==> src/rtl/regfile_mp_if.sv <==
// regfile_mp_if: bus bundle between the pipeline and the register file.
//   Parameters XLEN / NREGS / NRD must match the attached regfile_mp.
//   master (pipeline side): drives read addresses, writeback, issue,
//                           flush and clr_start; observes rd_data, rd_busy,
//                           clr_busy.
//   slave  (register file): the mirror image.
interface regfile_mp_if #(
  parameter int XLEN  = 32,
  parameter int NREGS = 32,
  parameter int NRD   = 2
);
  localparam int AW = $clog2(NREGS);

  logic [NRD*AW-1:0]   rd_addr;
  logic [NRD*XLEN-1:0] rd_data;
  logic [NRD-1:0]      rd_busy;
  logic                wr_en;
  logic [AW-1:0]       wr_addr;
  logic [XLEN-1:0]     wr_data;
  logic                iss_en;
  logic [AW-1:0]       iss_addr;
  logic                flush;
  logic                clr_start;
  logic                clr_busy;

  modport master (
    output rd_addr, wr_en, wr_addr, wr_data, iss_en, iss_addr, flush, clr_start,
    input  rd_data, rd_busy, clr_busy
  );

  modport slave (
    input  rd_addr, wr_en, wr_addr, wr_data, iss_en, iss_addr, flush, clr_start,
    output rd_data, rd_busy, clr_busy
  );
endinterface

==> src/rtl/regfile_mp.sv <==
// regfile_mp: multi-read-port register file with same-cycle write bypass,
// per-register busy scoreboard and a sequential bulk-clear engine.
//   clk_i    : clock, all state changes on the rising edge
//   reset_ni : asynchronous active-low reset
//   bus      : regfile_mp_if.slave
//              rd_addr/rd_data/rd_busy  combinational read ports (NRD)
//              wr_en/wr_addr/wr_data    writeback (also clears busy)
//              iss_en/iss_addr          issue (sets busy)
//              flush                    clears every busy bit
//              clr_start/clr_busy       bulk clear, one register per cycle
module regfile_mp #(
  parameter int XLEN     = 32,
  parameter int NREGS    = 32,
  parameter int NRD      = 2,
  parameter bit ZERO_REG = 1'b1
) (
  input  logic         clk_i,
  input  logic         reset_ni,
  regfile_mp_if.slave  bus
);
  localparam int            AW   = $clog2(NREGS);
  localparam logic [AW-1:0] LAST = AW'(NREGS - 1);

  typedef enum logic {IDLE, CLEAR} state_e;

  state_e            state_q;
  logic [AW-1:0]     cnt_q;
  logic              clr_busy_q;
  logic [XLEN-1:0]   regs_q [NREGS];
  logic [NREGS-1:0]  busy_q;
  logic [NREGS-1:0]  busy_d;

  logic idle;
  logic wr_ok;
  logic bypass_en;

  assign idle  = (state_q == IDLE);
  // Register 0 is never written when it is hardwired to zero.
  assign wr_ok = idle && bus.wr_en && !(ZERO_REG && (bus.wr_addr == '0));
  // Bypass is gated by reset so that reads see the cleared array while
  // reset is held, whatever the writeback inputs are doing.
  assign bypass_en = reset_ni && idle && bus.wr_en;

  // Clear engine: counter walks 0..NREGS-1, one zeroing write per cycle.
  always_ff @(posedge clk_i or negedge reset_ni) begin
    if (!reset_ni) begin
      state_q    <= IDLE;
      cnt_q      <= '0;
      clr_busy_q <= 1'b0;
    end else begin
      case (state_q)
        IDLE: begin
          if (bus.clr_start) begin
            state_q    <= CLEAR;
            cnt_q      <= '0;
            clr_busy_q <= 1'b1;
          end
        end
        CLEAR: begin
          cnt_q <= cnt_q + 1'b1;  // wraps back to 0 after LAST
          if (cnt_q == LAST) begin
            state_q    <= IDLE;
            clr_busy_q <= 1'b0;
          end
        end
        default: begin
          state_q    <= IDLE;
          clr_busy_q <= 1'b0;
        end
      endcase
    end
  end

  assign bus.clr_busy = clr_busy_q;

  // Storage array: clear engine has priority; external writes only in IDLE.
  always_ff @(posedge clk_i or negedge reset_ni) begin
    if (!reset_ni) begin
      for (int i = 0; i < NREGS; i++) regs_q[i] <= '0;
    end else if (!idle) begin
      regs_q[cnt_q] <= '0;
    end else if (wr_ok) begin
      regs_q[bus.wr_addr] <= bus.wr_data;
    end
  end

  // Scoreboard next state. Issue after writeback so a same-address pair
  // leaves the register pending for the newly issued producer.
  always_comb begin
    busy_d = busy_q;
    if (idle) begin
      if (bus.clr_start) begin
        busy_d = '0;
      end else begin
        if (bus.wr_en)  busy_d[bus.wr_addr]  = 1'b0;
        if (bus.iss_en) busy_d[bus.iss_addr] = 1'b1;
      end
    end
    if (bus.flush) busy_d = '0;
    if (ZERO_REG)  busy_d[0] = 1'b0;
  end

  always_ff @(posedge clk_i or negedge reset_ni) begin
    if (!reset_ni) busy_q <= '0;
    else           busy_q <= busy_d;
  end

  // Independent combinational read ports.
  genvar gi;
  generate
    for (gi = 0; gi < NRD; gi++) begin : g_rd
      logic [AW-1:0]   addr;
      logic [XLEN-1:0] data;
      logic            busy;

      assign addr = bus.rd_addr[gi*AW +: AW];

      always_comb begin
        data = regs_q[addr];
        busy = busy_q[addr];
        if (ZERO_REG && (addr == '0)) begin
          data = '0;
          busy = 1'b0;
        end else if (bypass_en && (bus.wr_addr == addr)) begin
          data = bus.wr_data;
          busy = 1'b0;
        end
      end

      assign bus.rd_data[gi*XLEN +: XLEN] = data;
      assign bus.rd_busy[gi]              = busy;
    end
  endgenerate
endmodule

==> src/flat_wrapper.sv <==
// flat-port wrapper written by rule: the top's interface ports become plain ports
module regfile_mp_flat 
#(
  parameter int XLEN     = 32,
  parameter int NREGS    = 32,
  parameter int NRD      = 2,
  parameter bit ZERO_REG = 1'b1
)
  (clk_i, reset_ni, bus_rd_addr, bus_wr_en, bus_wr_addr, bus_wr_data, bus_iss_en, bus_iss_addr, bus_flush, bus_clr_start, bus_rd_data, bus_rd_busy, bus_clr_busy);
  regfile_mp_if #(.XLEN(XLEN), .NREGS(NREGS), .NRD(NRD)) bus_i ();
  input  logic clk_i;
  input  logic reset_ni;
  input wire logic [$bits(bus_i.rd_addr)-1:0] bus_rd_addr;
  input wire logic [$bits(bus_i.wr_en)-1:0] bus_wr_en;
  input wire logic [$bits(bus_i.wr_addr)-1:0] bus_wr_addr;
  input wire logic [$bits(bus_i.wr_data)-1:0] bus_wr_data;
  input wire logic [$bits(bus_i.iss_en)-1:0] bus_iss_en;
  input wire logic [$bits(bus_i.iss_addr)-1:0] bus_iss_addr;
  input wire logic [$bits(bus_i.flush)-1:0] bus_flush;
  input wire logic [$bits(bus_i.clr_start)-1:0] bus_clr_start;
  output wire logic [$bits(bus_i.rd_data)-1:0] bus_rd_data;
  output wire logic [$bits(bus_i.rd_busy)-1:0] bus_rd_busy;
  output wire logic [$bits(bus_i.clr_busy)-1:0] bus_clr_busy;
  assign bus_i.rd_addr = bus_rd_addr;
  assign bus_i.wr_en = bus_wr_en;
  assign bus_i.wr_addr = bus_wr_addr;
  assign bus_i.wr_data = bus_wr_data;
  assign bus_i.iss_en = bus_iss_en;
  assign bus_i.iss_addr = bus_iss_addr;
  assign bus_i.flush = bus_flush;
  assign bus_i.clr_start = bus_clr_start;
  assign bus_rd_data = bus_i.rd_data;
  assign bus_rd_busy = bus_i.rd_busy;
  assign bus_clr_busy = bus_i.clr_busy;
  regfile_mp #(.XLEN(XLEN), .NREGS(NREGS), .NRD(NRD), .ZERO_REG(ZERO_REG)) u_core (.clk_i(clk_i), .reset_ni(reset_ni), .bus(bus_i));
endmodule
==> config.mk <==
export PLATFORM = sky130hd
export DESIGN_NAME = regfile_mp_flat
export DESIGN_NICKNAME = d
export VERILOG_FILES = /design/src/rtl/regfile_mp_if.sv /design/src/rtl/regfile_mp.sv /design/src/flat_wrapper.sv
export SDC_FILE = /design/constraint.sdc
export NUM_CORES = 2
export LEC_CHECK = 0
export ABC_CLOCK_PERIOD_IN_PS = 3500
export CAP_MARGIN = 20
export CORE_ASPECT_RATIO = 1.5
export CORE_MARGIN = 3
export CORE_UTILIZATION = 47
export CTS_CLUSTER_SIZE = 16
export DETAILED_ROUTE_END_ITERATION = 12
export PLACE_DENSITY = 0.62
export REMOVE_ABC_BUFFERS = 1
export SLEW_MARGIN = 0
export SYNTH_ARGS = -nofsm -noshare
export SYNTH_HDL_FRONTEND = slang
export SYNTH_SLANG_ARGS = --single-unit
==> constraint.sdc <==
create_clock -name clk_i -period 3.5 [get_ports clk_i]
set_input_delay 0.7 -clock clk_i [delete_from_list [all_inputs] [get_ports clk_i]]
set_output_delay 0.7 -clock clk_i [all_outputs]
set_load 0.01 [all_outputs]
Word-level counts from Yosys, hierarchy flattened
Index checks and enable logic that the tools add are counted.
W data, S select, Z words.
{ "totals": {"reg_bits": 1062, "input_bits": 58, "output_inout_bits": 67} }
{ "op_classes": {"add_sub_neg": 1, "magnitude_cmp": 12, "eq_ne": 6, "n_mux": 44, "n_bitwise": 10, "n_reduce_logical": 16} }
{ "ops": {"columns": ["operator", "n"], "rows": [
  ["$mux W1024", 2],
  ["$and A1024 B1024 Y1024", 1],
  ["$bwmux W1024", 1],
  ["$not A1024 Y1024", 1],
  ["$mux W32", 17],
  ["$bmux W32 S5", 2],
  ["$demux W32 S5", 2],
  ["$and A32 B32 Y32", 1],
  ["$not A32 Y32", 1],
  ["$or A32 B32 Y32", 1],
  ["$ge A6 B6 Y1 const B", 4],
  ["$lt A5 B6 Y1 const B", 4],
  ["$not A5 Y6", 4],
  ["$logic_not A5 Y1", 3],
  ["$lt A6 B1 Y1 const B", 2],
  ["$mux W1", 12],
  ["$bmux W1 S5", 2],
  ["$demux W1 S5", 2],
  ["$eq A5 B5 Y1", 2],
  ["$ge A5 B1 Y1 const B", 2],
  ["$logic_and A1 B1 Y1", 10],
  ["$pmux W5 S2", 1],
  ["$ne A2 B2 Y1 const B", 3],
  ["$add A5 B1 Y5 const B", 1],
  ["7 further kinds", 8]
]} }

Longest topological paths before layout
{ "depth": {"ltp_word": 14, "depth_mapped": 10, "depth_no_buf": 5} }

Least setup slack after synthesis
No wires, ideal clock.
{ "synth_timing": {"kind": "input port to output port", "startpoint": "input bus_rd_addr[0]", "endpoint": "output bus_rd_busy[0]", "t_arrival_ns": 2.452, "required_time_ns": 2.800, "slack_ns": 0.348, "stages": 6, "cell_sequence": "buf_6 buf_2 mux4_2 mux4_2 a32o_1 buf_4"} }
{ "synth_via": {"elab_chain_cells": 4, "elab_cells_between_ends": 7, "classes_between": "1 x eq/ne; 4 x mux; 2 x reduce/logical"} }
{ "synth_rtl": {"columns": ["element", "line_no", "source"], "rows": [
  ["from (decl)", "flat_wrapper.sv:13", "input wire logic [$bits(bus_i.rd_addr)-1:0] bus_rd_addr;"],
  ["$bmux W1 S5 or $eq A5 B5 Y1 (tied branches)", "regfile_mp.sv:120, regfile_mp.sv:124", null],
  ["$mux W1 (not written as such) or $logic_and A1 B1 Y1 (tied branches)", "regfile_mp.sv:120, regfile_mp.sv:124", null],
  ["$mux W1", "regfile_mp.sv:124", "end else if (bypass_en && (bus.wr_addr == addr)) begin"],
  ["$mux W1 (*)", "regfile_mp.sv:121", "if (ZERO_REG && (addr == '0)) begin"],
  ["to (decl)", "flat_wrapper.sv:22", "output wire logic [$bits(bus_i.rd_busy)-1:0] bus_rd_busy;"]
]} }
Every way passes the cells marked *; elsewhere a longest branch is shown, timed or not. The select of a mux whose other input is x is not followed.

Final worst setup path
{ "layout_timing": {"startpoint": "input bus_rd_addr[0]", "endpoint": "output bus_rd_data[12]"} }
{ "layout_via": {"elab_chain_cells": 6, "elab_cells_between_ends": 9, "classes_between": "1 x eq/ne; 5 x mux; 1 x bitwise; 2 x reduce/logical"} }
{ "layout_rtl": {"columns": ["element", "line_no", "source"], "rows": [
  ["$not A5 Y6 (not written as such)", "regfile_mp.sv:119", "data = regs_q[addr];"],
  ["$bmux W32 S5", "regfile_mp.sv:119", null],
  ["$mux W32 (not written as such) (2 in series)", "regfile_mp.sv:119", null],
  ["$mux W32", "regfile_mp.sv:124", null],
  ["$mux W32 (*)", "regfile_mp.sv:121", null],
  ["to (decl)", "flat_wrapper.sv:21", "output wire logic [$bits(bus_i.rd_data)-1:0] bus_rd_data;"]
]} }
Marked as above.

==> results by group <==
Setup path
  • Setup crit start kind: input port
  • WP data required: 2800 ps
  • CP cell instances: buf_16, buf_16, buf_12, xnor2_2, nand3_2, buf_6, nor3_4, buf_6, buf_4, nor3_1, buf_4, a211o_1, buf_2
  • CP max-delay cell: a211o_1
  • Crit path DAT: 2840 ps
  • Crit path buf inv count: 8
  • CP top delay family: buffers and inverters
  • Critical path class: input port to primary output
  • Crit path capture type: primary output
  • CP max stage delay: 300 ps
  • Crit Path Max Fanout: 7

Detailed routing
  • Detail Route Antenna Nets: 0
  • Via count: 47,400
  • Mean number of vias per cell: 7.53
  • Residual DRC: 0
  • DRC violation total after the first TritonRoute iteration: 6,274
  • Routed WL: 244,000 um
  • Wire length per cell: 38.8 um
  • Router iterations before antenna repair: 6

Synthesis
  • Post-synthesis cell area: 56,200 um^2
  • FF+latch count, synth: 1,062
  • Register area share after synthesis: 0.473
  • Yosys warning count: 0
  • EDFF count, synth: 0
  • Gate Count Post-Synth: 4,277
  • Main synth FF type: dfrtp_1
  • FFs w/ async S/R, synth: 1.00
  • Synth Area per Inst: 13.1 um^2
  • Netlist cell types: 64

Timing
  • Final Cycle Share: 1.01
  • RSZ-0062 raised after global routing: yes
  • Min cycle time layout: 3540 ps
  • Setup WS post-layout: -42.8 ps
  • Clock skew: 23.7 ps
  • Final Hold Viols: 0
  • TNS Setup: -146 ps
  • # setup viols final: 5
  • Worst slew margin: 0.150
  • Slew Limit Fails: 0
  • Worst Max-Slew Pin Slew: 1270 ps
  • Max Clk Rate: 0.282 GHz

Placement
  • Post-DP HPWL: 152,000 um
  • GP Congestion: 0.935
  • Port Buffers: 124
  • Pre-CTS setup slack: -832 ps

CTS
  • CTS clock-pin slew for the worst setup and hold paths: 60 ps
  • Worst-skew pair later-pin latency: 730 ps
  • CTS tree: built
  • Num CTS Buffers: 106
  • CTS Sinks: 1,062
  • H-tree lvl count: 3
  • Clock root cell: clkbuf_16
  • Clk buf depth: 3

Power
  • PwrDens: 492 nW/um^2
  • P_leak: 31.1 nW
  • VDD IR max: 388 uV
  • Final Total Pwr: 0.0342 W

Die
  • I/O pin cnt: 125
  • Vert. Die Dim: 429 um
  • # rows: 154
  • Die width: 288 um
  • Initial Util: 0.476
  • Die footprint: 124,000 um^2
  • Core box area: 118,000 um^2

Cells and area
  • Final net count: 4,709
  • Post-Route Utilization: 0.587
  • FILL cells: 9,273
  • FF+latch area: 26,600 um^2
  • Multi-input logic area: 28,400 um^2
  • Layout area overhead: 23.5%
  • Share of cells above drive strength 1: 0.344

GRT
  • Global Route Usage Sum: 0.392
  • GRT Residual Overflow: 0
  • Antenna violations before repair: 10
  • Largest net degree at the start of global routing: 162
  • First-pass GRT wire length: 349,000 um
  • Vias in the first global route: 48,200

Status
  • Failing checks: setup timing
  • Status: finished, violations left

Hold path
  • Min-Delay Path Class: input port to asynchronous set/reset pin

Flow run
  • Max-cap violation count: 0
==> synthesized netlist by cell type (all sizes together), types with 43 or more instances <==
| cell | n | share of area |
|---|---|---|
| mux2i | 221 | 0.039 |
| dfrtp | 1062 | 0.47 |
| nor2 | 93 | 0.0062 |
| a22o | 1007 | 0.16 |
| o21ai | 102 | 0.0091 |
| a21oi | 107 | 0.0095 |
| a221oi | 54 | 0.0084 |
| mux2 | 43 | 0.0086 |
| clkbuf | 373 | 0.025 |
| and2 | 67 | 0.0075 |
| nand2 | 103 | 0.0069 |
| mux4 | 438 | 0.18 |
| o22ai | 60 | 0.0067 |
| buf | 184 | 0.021 |
==> cell usage in the layout, fill, tap and decap left out, drive strengths merged, types with 41 or more instances in the layout <==
cell,n
o21ai,102
mux2,43
a22oi,42
a221oi,54
clkbuf,158
mux4,438
buf,742
o22ai,60
nor2,93
a22o,1007
nand2,103
a21oi,107
and2,67
dfrtp,1062
mux2i,221
clkdlybuf4s50,41
==> final cells by class <==
class	count	area share
repair buffers	818	0.126
flip-flops and latches	1062	0.383
well taps	1560	0.0281
multi-input cells	2647	0.409
clock inverters	46	0.00880
clock buffers	145	0.0444
diodes	4	0.000144
inverters	11	0.000613
==> power breakdown <==
group / internal [W] / total, W / switching, W
logic: 0.00316 / 0.00750 / 0.00434
clock network: 0.00717 / 0.0124 / 0.00526
registers: 0.0133 / 0.0142 / 0.000945
==> worst min-delay path, cell delays in order <==
cell    delay (ps)
buf_8          120
buf_4          230
buf_12         480
==> cells by family (layout without fill, tap and decap cells) <==
group,count (synthesis),count (layout),share of synthesized area
AO/OA/AOI/OAI,1497,1497,0.214
flip-flops,1062,1062,0.473
multiplexers,702,702,0.224
buffers and inverters,568,1020,0.0467
AND/OR/NAND/NOR,431,431,0.0395
XOR/XNOR,12,12,0.00187
adder cells (fa/ha/maj),5,5,0.00111
other,0,4,0
==> per-stage QoR <==
stage	std cells	area [um^2]	hold WS, ps
after floorplan	3720	53600	404
after global placement	6003	63600	482
final	6293	69400	331
after CTS	6282	69200	341
after detailed placement	6006	63700	493
after global routing	6292	69400	351
==> sequential cells by signal, summed over array words and instances, names as in the netlist <==
name                 count
u_core.state_q           1
u_core.bus.clr_busy      1
u_core.busy_q           31
u_core.regs_q         1024
u_core.cnt_q             5
==> worst paths after layout <==
kind | from | to | slack, ps | cells after the start
worst max-delay path | bus_rd_addr[0] | bus_rd_data[12] | -40 | 13
worst min-delay path | reset_ni | u_core.regs_q[272] | 330 | 3
worst max register to register | u_core.state_q | u_core.regs_q[201] | 590 | 6
worst min register to register | u_core.regs_q[956] | u_core.regs_q[956] | 520 | 1
max in group asynchronous | reset_ni | u_core.regs_q[229] | 1510 | 4
min in group clk_i | u_core.regs_q[956] | u_core.regs_q[956] | 520 | 1
==> routing by layer <==
| layer | vias to the layer above | share of wire | track usage | wire [um] |
|---|---|---|---|---|
| li1 | 17900 | - | - | - |
| met1 | 24400 | 0.33 | 0.470 | 81700 |
| met2 | 3900 | 0.45 | 0.586 | 109000 |
| met3 | 1185 | 0.12 | 0.120 | 29200 |
| met4 | 10 | 0.098 | 0.307 | 23900 |
| met5 | - | 0.00068 | 0 | 167 |
==> what timing repair did <==
item	4_1_cts	5_1_grt
setup endpoints to repair	66	56
resized for setup	382	97
hold endpoints to repair	5	0
pin swaps	47	39
hold buffers	1	0
buffers inserted	81	15
gates cloned	9	1
Power figures use the tool's default switching activity.
